File: src/rtl/edp_diag_reader_pkg.sv
// Shared definitions for the EDP diagnostic reader: register-select codes,
// the diagnostic function prefix and the FSM state encoding.
package edp_diag_reader_pkg;

    // Register selects as presented on reqSel / rdSel
    localparam logic [2:0] SEL_AR  = 3'd0;
    localparam logic [2:0] SEL_BR  = 3'd1;
    localparam logic [2:0] SEL_MQ  = 3'd2;
    localparam logic [2:0] SEL_FM  = 3'd3;
    localparam logic [2:0] SEL_BRX = 3'd4;
    localparam logic [2:0] SEL_ARX = 3'd5;
    localparam logic [2:0] SEL_ADX = 3'd6;
    localparam logic [2:0] SEL_AD  = 3'd7;

    // Upper bits of every diagnostic read function code
    localparam logic [3:0] DIAG_FUNC_PREFIX = 4'b0101;

    typedef enum logic [2:0] {
        ST_IDLE    = 3'd0,
        ST_DRIVE   = 3'd1,
        ST_SETTLE  = 3'd2,
        ST_SAMPLE  = 3'd3,
        ST_RELEASE = 3'd4
    } state_t;

    // Function code that asks the data path to drive the selected register
    function automatic logic [0:8] diag_func(input logic [2:0] sel);
        return {DIAG_FUNC_PREFIX, sel, 2'b00};
    endfunction

endpackage

File: src/rtl/edp_diag_reader_if.sv
// Request/data-path bundle for the diagnostic reader.
// Handshake: req/dumpAll are sampled only while the reader is idle (busy=0);
// a read is accepted on the edge that samples them high, and each select
// later yields exactly one single-cycle rdValid or rdErr pulse.
// The data path holds EDPdrivingEBUS high while EBUS carries valid data.
interface edp_diag_reader_if;
    import edp_diag_reader_pkg::*;

    logic        req;
    logic [0:2]  reqSel;
    logic        dumpAll;
    logic [0:35] EBUS;
    logic        EDPdrivingEBUS;
    logic [0:8]  diagFunc;
    logic        diagReadFunc12X;
    logic        busy;
    logic [0:35] rdData;
    logic [0:2]  rdSel;
    logic        rdValid;
    logic        rdLast;
    logic        rdErr;
    state_t      state;

    modport master (
        output req, reqSel, dumpAll, EBUS, EDPdrivingEBUS,
        input  diagFunc, diagReadFunc12X, busy, rdData, rdSel,
               rdValid, rdLast, rdErr, state
    );

    modport slave (
        input  req, reqSel, dumpAll, EBUS, EDPdrivingEBUS,
        output diagFunc, diagReadFunc12X, busy, rdData, rdSel,
               rdValid, rdLast, rdErr, state
    );
endinterface

File: src/rtl/edp_diag_reader.sv
// Reads single data-path registers (or all eight in sequence) through the
// diagnostic EBUS: drive the function code, wait for the data path to
// acknowledge, let EBUS settle, capture, then release the bus for a cycle.
module edp_diag_reader
    import edp_diag_reader_pkg::*;
#(
    parameter int SETTLE_CYCLES  = 2,
    parameter int TIMEOUT_CYCLES = 15
) (
    input logic              clk,
    input logic              reset,
    edp_diag_reader_if.slave bus
);

    localparam logic [3:0] SETTLE_LOAD  = 4'(SETTLE_CYCLES - 1);
    localparam logic [7:0] TIMEOUT_LAST = 8'(TIMEOUT_CYCLES - 1);

    state_t      state_q, state_d;
    logic [2:0]  cursor_q;
    logic        dump_q;
    logic [3:0]  settle_q;
    logic [7:0]  wait_q;
    logic [0:35] rd_data_q;
    logic [2:0]  rd_sel_q;
    logic        rd_valid_q, rd_last_q, rd_err_q;
    logic        capture, timeout, strobe;

    // Next-state logic plus the capture/timeout events of the current cycle
    always_comb begin
        state_d = state_q;
        capture = 1'b0;
        timeout = 1'b0;
        case (state_q)
            ST_IDLE: begin
                if (bus.dumpAll || bus.req) state_d = ST_DRIVE;
            end
            ST_DRIVE: begin
                if (bus.EDPdrivingEBUS) begin
                    state_d = ST_SETTLE;
                end else if (wait_q == TIMEOUT_LAST) begin
                    state_d = ST_RELEASE;
                    timeout = 1'b1;
                end
            end
            ST_SETTLE: begin
                if (!bus.EDPdrivingEBUS) state_d = ST_DRIVE;
                else if (settle_q == 4'd0) state_d = ST_SAMPLE;
            end
            ST_SAMPLE: begin
                state_d = ST_RELEASE;
                capture = 1'b1;
            end
            ST_RELEASE: begin
                if (dump_q && cursor_q != SEL_AD) state_d = ST_DRIVE;
                else state_d = ST_IDLE;
            end
            default: state_d = ST_IDLE;
        endcase
    end

    // State register, cursor/counters and the registered result pulses
    always_ff @(posedge clk) begin
        if (reset) begin
            state_q    <= ST_IDLE;
            cursor_q   <= 3'd0;
            dump_q     <= 1'b0;
            settle_q   <= 4'd0;
            wait_q     <= 8'd0;
            rd_data_q  <= '0;
            rd_sel_q   <= 3'd0;
            rd_valid_q <= 1'b0;
            rd_last_q  <= 1'b0;
            rd_err_q   <= 1'b0;
        end else begin
            state_q    <= state_d;
            rd_valid_q <= capture;
            rd_err_q   <= timeout;
            rd_last_q  <= (capture || timeout) && dump_q && (cursor_q == SEL_AD);
            if (capture) begin
                rd_data_q <= bus.EBUS;
                rd_sel_q  <= cursor_q;
            end else if (timeout) begin
                rd_data_q <= '0;
                rd_sel_q  <= cursor_q;
            end
            case (state_q)
                ST_IDLE: begin
                    // dumpAll has priority over a simultaneous single request
                    if (bus.dumpAll) begin
                        cursor_q <= SEL_AR;
                        dump_q   <= 1'b1;
                        wait_q   <= 8'd0;
                    end else if (bus.req) begin
                        cursor_q <= bus.reqSel;
                        dump_q   <= 1'b0;
                        wait_q   <= 8'd0;
                    end
                end
                ST_DRIVE: begin
                    // Wait time accumulates across ack glitches for one select
                    if (bus.EDPdrivingEBUS) settle_q <= SETTLE_LOAD;
                    else wait_q <= wait_q + 8'd1;
                end
                ST_SETTLE: begin
                    if (!bus.EDPdrivingEBUS) settle_q <= SETTLE_LOAD;
                    else if (settle_q != 4'd0) settle_q <= settle_q - 4'd1;
                end
                ST_RELEASE: begin
                    if (dump_q && cursor_q != SEL_AD) begin
                        cursor_q <= cursor_q + 3'd1;
                        wait_q   <= 8'd0;
                    end else begin
                        dump_q <= 1'b0;
                    end
                end
                default: ;
            endcase
        end
    end

    assign strobe              = (state_q == ST_DRIVE) || (state_q == ST_SETTLE) ||
                                 (state_q == ST_SAMPLE);
    assign bus.diagReadFunc12X = strobe;
    assign bus.diagFunc        = strobe ? diag_func(cursor_q) : 9'd0;
    assign bus.busy            = (state_q != ST_IDLE);
    assign bus.rdData          = rd_data_q;
    assign bus.rdSel           = rd_sel_q;
    assign bus.rdValid         = rd_valid_q;
    assign bus.rdLast          = rd_last_q;
    assign bus.rdErr           = rd_err_q;
    assign bus.state           = state_q;

endmodule

File: src/flat_wrapper.sv
// flat-port wrapper written by rule: the top's interface ports become plain ports
module edp_diag_reader_flat import edp_diag_reader_pkg::*;
#(
    parameter int SETTLE_CYCLES  = 2,
    parameter int TIMEOUT_CYCLES = 15
)
  (clk, reset, bus_req, bus_reqSel, bus_dumpAll, bus_EBUS, bus_EDPdrivingEBUS, bus_diagFunc, bus_diagReadFunc12X, bus_busy, bus_rdData, bus_rdSel, bus_rdValid, bus_rdLast, bus_rdErr, bus_state);
  edp_diag_reader_if bus_i ();
  input logic clk;
  input logic reset;
  input wire logic [$bits(bus_i.req)-1:0] bus_req;
  input wire logic [$bits(bus_i.reqSel)-1:0] bus_reqSel;
  input wire logic [$bits(bus_i.dumpAll)-1:0] bus_dumpAll;
  input wire logic [$bits(bus_i.EBUS)-1:0] bus_EBUS;
  input wire logic [$bits(bus_i.EDPdrivingEBUS)-1:0] bus_EDPdrivingEBUS;
  output wire logic [$bits(bus_i.diagFunc)-1:0] bus_diagFunc;
  output wire logic [$bits(bus_i.diagReadFunc12X)-1:0] bus_diagReadFunc12X;
  output wire logic [$bits(bus_i.busy)-1:0] bus_busy;
  output wire logic [$bits(bus_i.rdData)-1:0] bus_rdData;
  output wire logic [$bits(bus_i.rdSel)-1:0] bus_rdSel;
  output wire logic [$bits(bus_i.rdValid)-1:0] bus_rdValid;
  output wire logic [$bits(bus_i.rdLast)-1:0] bus_rdLast;
  output wire logic [$bits(bus_i.rdErr)-1:0] bus_rdErr;
  output wire logic [$bits(bus_i.state)-1:0] bus_state;
  assign bus_i.req = bus_req;
  assign bus_i.reqSel = bus_reqSel;
  assign bus_i.dumpAll = bus_dumpAll;
  assign bus_i.EBUS = bus_EBUS;
  assign bus_i.EDPdrivingEBUS = bus_EDPdrivingEBUS;
  assign bus_diagFunc = bus_i.diagFunc;
  assign bus_diagReadFunc12X = bus_i.diagReadFunc12X;
  assign bus_busy = bus_i.busy;
  assign bus_rdData = bus_i.rdData;
  assign bus_rdSel = bus_i.rdSel;
  assign bus_rdValid = bus_i.rdValid;
  assign bus_rdLast = bus_i.rdLast;
  assign bus_rdErr = bus_i.rdErr;
  assign bus_state = bus_i.state;
  edp_diag_reader #(.SETTLE_CYCLES(SETTLE_CYCLES), .TIMEOUT_CYCLES(TIMEOUT_CYCLES)) u_core (.clk(clk), .reset(reset), .bus(bus_i));
endmodule
File: config.mk
export PLATFORM = sky130hd
export DESIGN_NAME = edp_diag_reader_flat
export DESIGN_NICKNAME = d
export VERILOG_FILES = /design/src/rtl/edp_diag_reader_pkg.sv /design/src/rtl/edp_diag_reader_if.sv /design/src/rtl/edp_diag_reader.sv /design/src/flat_wrapper.sv
export SDC_FILE = /design/constraint.sdc
export NUM_CORES = 1
export LEC_CHECK = 0
export ABC_AREA = 1
export CORE_MARGIN = 5
export CORE_UTILIZATION = 41
export CTS_BUF_LIST = sky130_fd_sc_hd__clkbuf_4
export DETAILED_ROUTE_END_ITERATION = 10
export GPL_TIMING_DRIVEN = 0
export PLACE_DENSITY = 0.72
export SLEW_MARGIN = 25
export SYNTH_ARGS = -nofsm -noshare
export SYNTH_HDL_FRONTEND = slang
export SYNTH_SLANG_ARGS = --single-unit
export TNS_END_PERCENT = 1
File: constraint.sdc
create_clock -name clk -period 1.9 [get_ports clk]
set_input_delay 0.19 -clock clk [delete_from_list [all_inputs] [get_ports clk]]
set_output_delay 0.19 -clock clk [all_outputs]
set_load 0.01 [all_outputs]
# Word-level counts from Yosys, hierarchy flattened
# Index checks and enable logic that the tools add are counted.
[classes]
addsub = 3
n_eq_ne = 16
mux = 33
reduce_logical = 20
[op_table]
columns = ["cell", "n"]
rows = [
  ["two-way mux 36 bit", 2],
  ["two-way mux 8 bit", 5],
  ["two-way mux 3 bit", 10],
  ["one-hot mux 8 bit (3 select lines)", 1],
  ["one-hot mux 3 bit (5 select lines)", 1],
  ["two-way mux 4 bit", 3],
  ["AND reduction 3 bit", 4],
  ["inequality test 3 x 2 -> 1 bit, second input constant", 3],
  ["adder 8 x 1 -> 8 bit, second input constant", 1],
  ["== test 8 x 4 -> 1 bit, second input constant", 1],
  ["two-way mux 1 bit", 8],
  ["one-hot mux 4 bit (2 select lines)", 1],
  ["== test 3 x 2 -> 1 bit, second input constant", 2],
  ["== test 3 bit, second input constant", 2],
  ["inequality test 2 bit, second input constant", 3],
  ["inequality test 3 bit, second input constant", 2],
  ["one-hot mux 3 bit (2 select lines)", 1],
  ["nonzero test 2 bit", 3],
  ["nonzero test 3 bit", 2],
  ["zero test 4 bit", 1],
  ["logical OR 1 bit", 4],
  ["inequality test 2 x 1 -> 1 bit, second input constant", 2],
  ["AND reduction 4 bit", 1],
  ["nonzero test 4 bit", 1],
  ["6 further kinds", 8],
]
[word_totals]
reg_bits = 61
input_bits = 44
out_inout_bits = 56
word_cells = 82

# Logic depth before layout (Yosys ltp)
# Gate-level depths: netlist of the first run.
[depth]
ltp_word = 7
depth_mapped = 11
ltp_nobuf = 11

# Worst setup path before layout of the first run
# Ideal clock, no wire load.
[synth_timing]
kind = "reg2reg"
startpoint = "register u_core.cursor_q[0]"
endpoint = "register u_core.wait_q[4]"
setup_ns = 0.115
arrival_time_ns = 1.393
required_ns = 1.785
setup_slack_ns = 0.392
stages_incl_launch_ff = 12
n_path_buf = 1
period_less_slack_ns = 1.508
cell_sequence = "dfxtp_1 > ha_1 > ha_1 > inv_1 > nand2_1 > nand3_1 > nand2_1 > nor2_2 > buf_6 > nand3_1 > nand2_1 > nor2_1"
[synth_via]
elab_chain_len = 4
[synth_rtl]
columns = ["item", "line_no", "text"]
rows = [
  ["start: declaration", "edp_diag_reader.sv:19", "logic [2:0] cursor_q;"],
  ["start signal: assignment", "edp_diag_reader.sv:94", "cursor_q <= bus.reqSel;"],
  ["start signal: assignment", "edp_diag_reader.sv:110", "cursor_q <= cursor_q + 3'd1;"],
  ["inequality test 3 bit", "edp_diag_reader.sv:109", "if (dump_q && cursor_q != SEL_AD) begin"],
  ["logical AND 1 bit", "edp_diag_reader.sv:109", ""],
  ["inequality test 2 x 1 -> 1 bit (no source line)", "--", ""],
  ["AND reduction 4 bit (no source line)", "--", ""],
  ["end signal: assignment", "edp_diag_reader.sv:102", "else wait_q <= wait_q + 8'd1;"],
  ["end: declaration", "edp_diag_reader.sv:22", "logic [7:0] wait_q;"],
]
# Every way passes these cells.
# A chain may end at the register's enable or synchronous reset.

# Worst setup path in the final report of the first run
[layout_timing]
startpoint = "register u_core.state_q[2], in the netlist u_core.bus.state[2]"
endpoint = "output bus_diagReadFunc12X"
[layout_via]
elab_chain_len = 3
elab_cells_between_ends = 5
classes_between = "eq/ne: 3; reduce/logical: 2"
[layout_rtl]
columns = ["item", "line_no", "text"]
rows = [
  ["start: declaration", "edp_diag_reader.sv:18", "state_t state_q, state_d;"],
  ["start signal: assignment", "edp_diag_reader.sv:75", "state_q <= state_d;"],
  ["== test 3 x 1 -> 1 bit or == test 3 x 2 -> 1 bit (tied branches)", "edp_diag_reader.sv:121", "assign strobe = (state_q == ST_DRIVE) || (state_q == ST_SETTLE) ||"],
  ["logical OR 1 bit", "edp_diag_reader.sv:121", ""],
  ["logical OR 1 bit *", "edp_diag_reader.sv:121", ""],
  ["end: declaration", "flat_wrapper.sv:17", "output wire logic [$bits(bus_i.diagReadFunc12X)-1:0] bus_diagReadFunc12X;"],
]
# Every way passes the cells marked *; elsewhere a longest branch is shown, timed or not.

==> results of run 1 <==
==> how the worst max path moves through the flow <==
| stage | start | to | slack [ns] |
|---|---|---|---|
| floorplan | u_core.cursor_q[0]$_SDFFE_PP0P_ | u_core.wait_q[4]$_SDFFE_PP0P_ | 0.39 |
| global placement | u_core.bus.state[0]$_SDFFE_PP0P_ | bus_diagFunc[4] | 0.20 |
| detailed placement | u_core.bus.state[0]$_SDFFE_PP0P_ | bus_diagFunc[3] | 0.13 |
| CTS | u_core.bus.state[2]$_SDFFE_PP0P_ | bus_diagReadFunc12X | 0.06 |
| global route | u_core.bus.state[2]$_SDFFE_PP0P_ | bus_diagReadFunc12X | 0.008 |
| finish | u_core.bus.state[2]$_SDFFE_PP0P_ | bus_diagReadFunc12X | 0.1 |
==> power breakdown <==
part	switching [uW]	leakage [uW]	total, uW	internal (uW)
clock	485	0.0000724	898	413
sequential	46.6	0.000495	1380	1330
combinational	278	0.00108	543	265
==> metal layers <==
metal  part of all wire [%]  global-route usage (%)
met5                      0                       0
met4                    1.7                    7.30
met3                    6.9                    5.44
met2                     46                    27.3
met1                     45                    22.0
==> cell usage after synthesis (2+ instances only) <==
master and number:
nand2_1 106, dfxtp_1 61, nor2_1 50, inv_1 22, nand3_1 20, o21ai_2 20, o21ai_0 15, a21oi_1 11
o21ai_1 11, buf_4 8, inv_2 8, ha_1 6, buf_6 5, nand2_2 5, nor2_2 5, buf_2 3
clkbuf_1 3, buf_8 2, o211ai_1 2
==> cell families after synthesis <==
logic type	Yosys count	synth area share, %
xor+xnor	1	0.314
fa+ha+maj	6	2.69
flops	61	43.8
compound gates	61	14.0
simple gates	190	28.7
other cells	1	0.134
buf+inv	52	10.4
==> worst max-delay path: stages, from the launching register on <==
cell and delay [ns]:
dfxtp_1 0.34, buf_4 0.19, nor2_4 0.15, clkdlybuf4s50_1 0.55
==> registers in the layout, summed over array words and instances (netlist names) <==
name and cells:
u_core.bus.rdData 36, u_core.bus.rdErr 1, u_core.bus.rdLast 1, u_core.bus.rdSel 3, u_core.bus.rdValid 1, u_core.bus.state 3, u_core.cursor_q 3, u_core.dump_q 1
u_core.settle_q 4, u_core.wait_q 8
==> metrics by stage <==
stage	worst slack, ns	cell area (um2)
2_1_floorplan	0.392	2800
3_3_place_gp	0.199	3840
3_5_place_dp	0.134	3840
4_1_cts	0.0616	3990
5_1_grt	0.00780	3990
6_report	0.0979	3990
==> layout make-up <==
cell class | count | area, um2 | share of cell area [%]
plain buffers | 21 | 173 | 4.33
multi-input cells | 262 | 1300 | 32.5
well taps | 80 | 100 | 2.51
repair buffers | 94 | 931 | 23.4
clock inverters | 6 | 63.8 | 1.60
clock buffers | 10 | 75.1 | 1.88
flip-flops and latches | 61 | 1230 | 30.8
inverters | 31 | 118 | 2.95
==> timing repair <==
item / in CTS / in global routing
endpoints found under the setup margin: 7 / 0
hold buffers: 0 / 0
resized for setup: 12 / 0
==> summary.txt, run 1 <==
STA
  • Final Slew Violations: 0
  • WHS: about 0.13 ns
  • TNS Setup: 0 ns
  • Min cycle time layout: 1.80 ns
  • Max Clock Freq: 555 MHz
  • Setup violators final: 0
  • RSZ-0062 raised after global routing: no
  • Setup Skew: 0.0115 ns
  • Fin crit share: 94.8%
  • Final Hold Fails: 0

Layout
  • Share of layout cells above drive strength 1: 16.7%
  • Inserted Diodes: 0
  • Final cell count without fillers: 565
  • Layout fillers: 604
  • Most common cell after layout, fill and taps aside: nand2_1
  • Post-Route Utilization: between 50% and 60%
  • Synth-to-layout area growth: 42.9%
  • Most frequent cells in the layout: nand2_1 (106), clkdlybuf4s50_1 (88), dfxtp_1 (59)
  • Nets: 530

Worst setup path
  • R2r setup slk: 0.17 ns
  • CP required: 1.71 ns
  • Worst Path Class, Setup: reg -> out
  • Startpoint types: flop
  • R2R depth: 11
  • RR Startpoint: u_core.cursor_q[0]$_SDFFE_PP0P_
  • CP Max Fanout: 9
  • FF-to-FF End: u_core.wait_q[4]$_SDFFE_PP0P_
  • Crit path DAT: between 1.5 and 2 ns
  • Critical path endpoint category: primary output

Die
  • Die height: 92.5 um
  • Top Ports: 100
  • Row cnt: 30
  • Die area: 8550 um2
  • Core area: 6720 um2
  • Starting Density: 41.5%
  • Die span in x: 92.5 um

Synthesis
  • Synth area leader: dfxtp_1
  • Post-synthesis instance total: 372
  • Netlist cell types: 28
  • Ys flop type: dfxtp_1
  • Post-Synthesis Cell Area: 2790 um2
  • Dominant cells by area after synthesis: dfxtp_1 (44%), nand2_1 (14%), nor2_1 (6.7%)
  • Async SR Flop Fraction: 0%
  • Post-synth top area share: 43.8%
  • Yosys reg bits: slightly above 60
  • Syn avg cell area: between 7 and 8 um2
  • Post-synth EDFFs: 0
  • Seq/Total Area, Yosys: 43.8%
  • Ys Warns: 0

Clocking
  • Inserted Clock Buffers: 9
  • CTS clk-pin slew, worst paths: 0.10 ns
  • Sink Count: 61
  • H-tree depth: 3
  • Post-CTS setup buffers: 0
  • Worst skew pair latency: 0.40 ns
  • Clock Tree Root: clkbuf_4
  • Max Root-Sink Buffers: 2
  • CTS tree: done

Drt
  • Antenna viol nets, final: 0
  • 1st-iter DRT viols: 180
  • Post-route DRC: 0
  • DR WL/cell: approximately 13 um
  • Vias per std cell: between 4 and 5
  • Total number of vias: roughly 2.6k
  • DRT Pass-1 Iters: 4
  • Final wirelength: 7240 um

Global route
  • Global route overflow: 0
  • Antenna violations before repair: 0
  • Vias in the first global route: 2460
  • GRT Util Overall: 17.4%
  • Largest net degree at the start of global routing: 12
  • First-pass GRT wire length: 11900 um

Min path
  • Worst hold start: reset
  • Worst hold path class: in -> reg
  • Hold endpoint: u_core.bus.state[2]$_SDFFE_PP0P_
  • Hold path depth: 2

Place
  • Detail Placement HPWL: 5490 um
  • Inst Count DP: 549
  • Port Buffers: 94
  • Placer Congestion: 0.836

Power
  • Leak Pwr: between 0.0015 and 0.002 uW
  • Pwr Total: approximately 2800 uW
  • PwrDens: 707 nW/um2
  • Max VDD drop: 0.394 mV

Job
  • Max-cap violations: 0

Outcome
  • Status: finished clean
No activity file was read; power rests on OpenSTA's default activity.
==> run 2, diff against run 1 <==
TNS_END_PERCENT = 100   (was 1)
==> run 2 against run 1 <==
Clock power barely moved. Via count about the same. Global-route usage hardly changed. Fmax increased by 0.16%. Sequential power hardly changed. Critical path type unchanged. Non-clock buffer count unchanged. Combinational power about the same. Hold slack barely moved. Die area stayed put. Cell count is the same.
==> summary.txt, run 2 (synthesis results as in run 1) <==
Outcome
  • Status: finished clean

STA
  • Final Slew Violations: 0 (unchanged)
  • TNS Setup: 0 ns (unchanged)
  • Max Clock Freq: 556 MHz (+0.16%)
  • Final Hold Fails: 0 (unchanged)
  • RSZ-0062 raised after global routing: no
  • Min cycle time layout: 1.80 ns (-0.00289 ns)
  • Setup violators final: 0 (unchanged)
  • Fin crit share: 94.7% (-0.15 points)
  • Setup Skew: 0.0112 ns (-0.000272 ns)

Worst setup path
  • Crit path DAT: 1.61 ns (about the same)
  • CP required: 1.71 ns (about the same)
  • Critical path endpoint category: primary output
  • Startpoint types: flop
  • CP Max Fanout: 9 (unchanged)
  • Slowest cell on crit path: clkdlybuf4s50_1
  • Worst Path Class, Setup: reg -> out
  • Critical path, cell by cell: buf_4, nor2_4, clkdlybuf4s50_1
  • CP max stage delay: 0.55 ns (about the same)

Drt
  • Met3 wire length: 495 um (-1.2%)
  • DR WL/cell: 12.8 um (about the same)
  • Antenna viol nets, final: 0 (unchanged)
  • Total number of vias: 2638 (-0.076%)
  • Vias per std cell: 4.67 (about the same)
  • Final wirelength: 7240 um (about the same)
  • DRT Pass-1 Iters: 4 (unchanged)
  • 1st-iter DRT viols: 180 (unchanged)
  • Met2 wire length: 3340 um (about the same)
  • Post-Route M1 WL: 3280 um (+0.31%)
  • Post-route DRC: 0 (unchanged)
  • Top sig layer: met4

Place
  • Detail Placement HPWL: 5490 um (unchanged)
  • Placer Congestion: 0.836 (unchanged)
  • Port Buffers: 94 (unchanged)

Die
  • Die span in x: 92.5 um (unchanged)
  • Row cnt: 30 (unchanged)
  • Core area: 6720 um2 (unchanged)
  • Die height: 92.5 um (unchanged)
  • Starting Density: 41.5% (unchanged)
  • Die area: 8550 um2 (unchanged)
  • Top Ports: 100 (unchanged)

Power
  • Comb power frac: 19.2% (about the same)
  • Pint: 2010 uW (about the same)
  • Leak Pwr: 0.00165 uW (+0.13%)
  • P_sw: 809 uW (about the same)
  • Switching share of total power: 28.7% (about the same)
  • PwrDens: 706 nW/um2 (-0.14%)
  • Max VDD drop: 0.394 mV (about the same)
  • Clock power frac: 31.9% (about the same)
  • Pwr Total: 2820 uW (about the same)
  • Reg power frac: 48.9% (about the same)

Clocking
  • CTS resizes: 12 (unchanged)
  • CTS clk-pin slew, worst paths: 0.10 ns (about the same)
  • Inserted Clock Buffers: 9 (unchanged)
  • Clock Tree Root: clkbuf_4
  • H-tree depth: 3 (unchanged)
  • CTS tree: done
  • CTS hold repair buffers: 0 (unchanged)
  • Max Root-Sink Buffers: 2 (unchanged)
  • Worst skew pair latency: 0.40 ns (about the same)
  • Sink Count: 61 (unchanged)
  • Post-CTS setup buffers: 0 (unchanged)

Layout
  • Nets: 530 (unchanged)
  • Inserted Diodes: 0 (unchanged)
  • Max reg flops: 36 (unchanged)
  • Most frequent cells in the layout: nand2_1 (106), clkdlybuf4s50_1 (88), dfxtp_1 (59)
  • Synth-to-layout area growth: 43.0% (about the same)
  • Reg area: 1230 um2 (unchanged)
  • Layout fillers: 605 (+0.17%)
  • Share of layout cells above drive strength 1: 16.3% (-0.41 points)
  • Most common cell after layout, fill and taps aside: nand2_1
  • Area of the multi-input gates: 1300 um2 (unchanged)

Global route
  • GRT Util Overall: 17.4% (about the same)
  • Largest net degree at the start of global routing: 12 (unchanged)
  • Global route overflow: 0 (unchanged)
  • Antenna violations before repair: 0 (unchanged)
  • First-pass GRT wire length: 11900 um (+0.12%)
  • Vias in the first global route: 2466 (+0.24%)

Min path
  • Worst hold path class: in -> reg

Job
  • Max-cap violations: 0 (unchanged)
==> run 2: cell types whose count changed in the layout (fill, tap and decap cells not counted) <==
cell and change:
buf_4 -2, dlygate4sd2_1 +2
==> run 2: per-layer routing <==
layer  up-vias  track usage, %
met3        10            5.44
met1      1169            22.1
met5         -               0
li1       1383               -
met2        76            27.3
met4         0            7.30
==> run 2: area by class of cell <==
| cell class | instances | area share [%] |
|---|---|---|
| clock buffer | 10 | 1.88 |
| multi-input combinational | 262 | 32.5 |
| buffer | 21 | 4.33 |
| timing repair buffer | 94 | 23.4 |
| tap | 80 | 2.51 |
| sequential | 61 | 30.8 |
| clock inverter | 6 | 1.60 |
| inverter | 31 | 2.95 |
==> run 2: final timing paths <==
| path | startpoint | end | slack [ns] | cells after the start |
|---|---|---|---|---|
| max | u_core.bus.state[2]$_SDFFE_PP0P_ | bus_diagReadFunc12X | 0.10 | 3 |
| min | reset | u_core.bus.state[2]$_SDFFE_PP0P_ | 0.13 | 2 |
| max reg2reg | u_core.cursor_q[0]$_SDFFE_PP0P_ | u_core.wait_q[4]$_SDFFE_PP0P_ | 0.17 | 11 |
| min reg2reg | u_core.settle_q[0]$_SDFFE_PP0P_ | u_core.settle_q[0]$_SDFFE_PP0P_ | 0.48 | 2 |
==> run 2: power groups by stage <==
stage	Sequential, uW	Clock (uW)	Combinational [uW]
3_5_place_dp	1400	0	546
4_1_cts	1380	934	543
3_3_place_gp	1400	0	539
5_1_grt	1380	1000	604
6_report	1380	898	540
2_1_floorplan	1410	0	305
==> run 2: through the flow <==
step                instances  area, um2  setup slack [ns]  hold slack (ns)  utilization (%)
finish                    565       3990             0.101            0.128             59.3
global route              565       3990           0.00780            0.107             59.3
CTS                       565       3990            0.0616            0.103             59.3
detailed placement        549       3840             0.134            0.458             57.2
global placement          549       3840             0.199            0.452             57.2
floorplan                 375       2800             0.392            0.303                -
==> run 2: critical path, delay by kind of cell, from the launching register on <==
kind | cells | cell delay, ns
buffers and inverters | 2 | 0.74
AND/OR/NAND/NOR | 1 | 0.14
flip-flops | 1 | 0.34
==> run 3, diff against run 2 <==
CAP_MARGIN = 0   (was unset)
==> results of run 3 <==
Same layout as run 2: the final DEF is identical, and so are final timing and power.
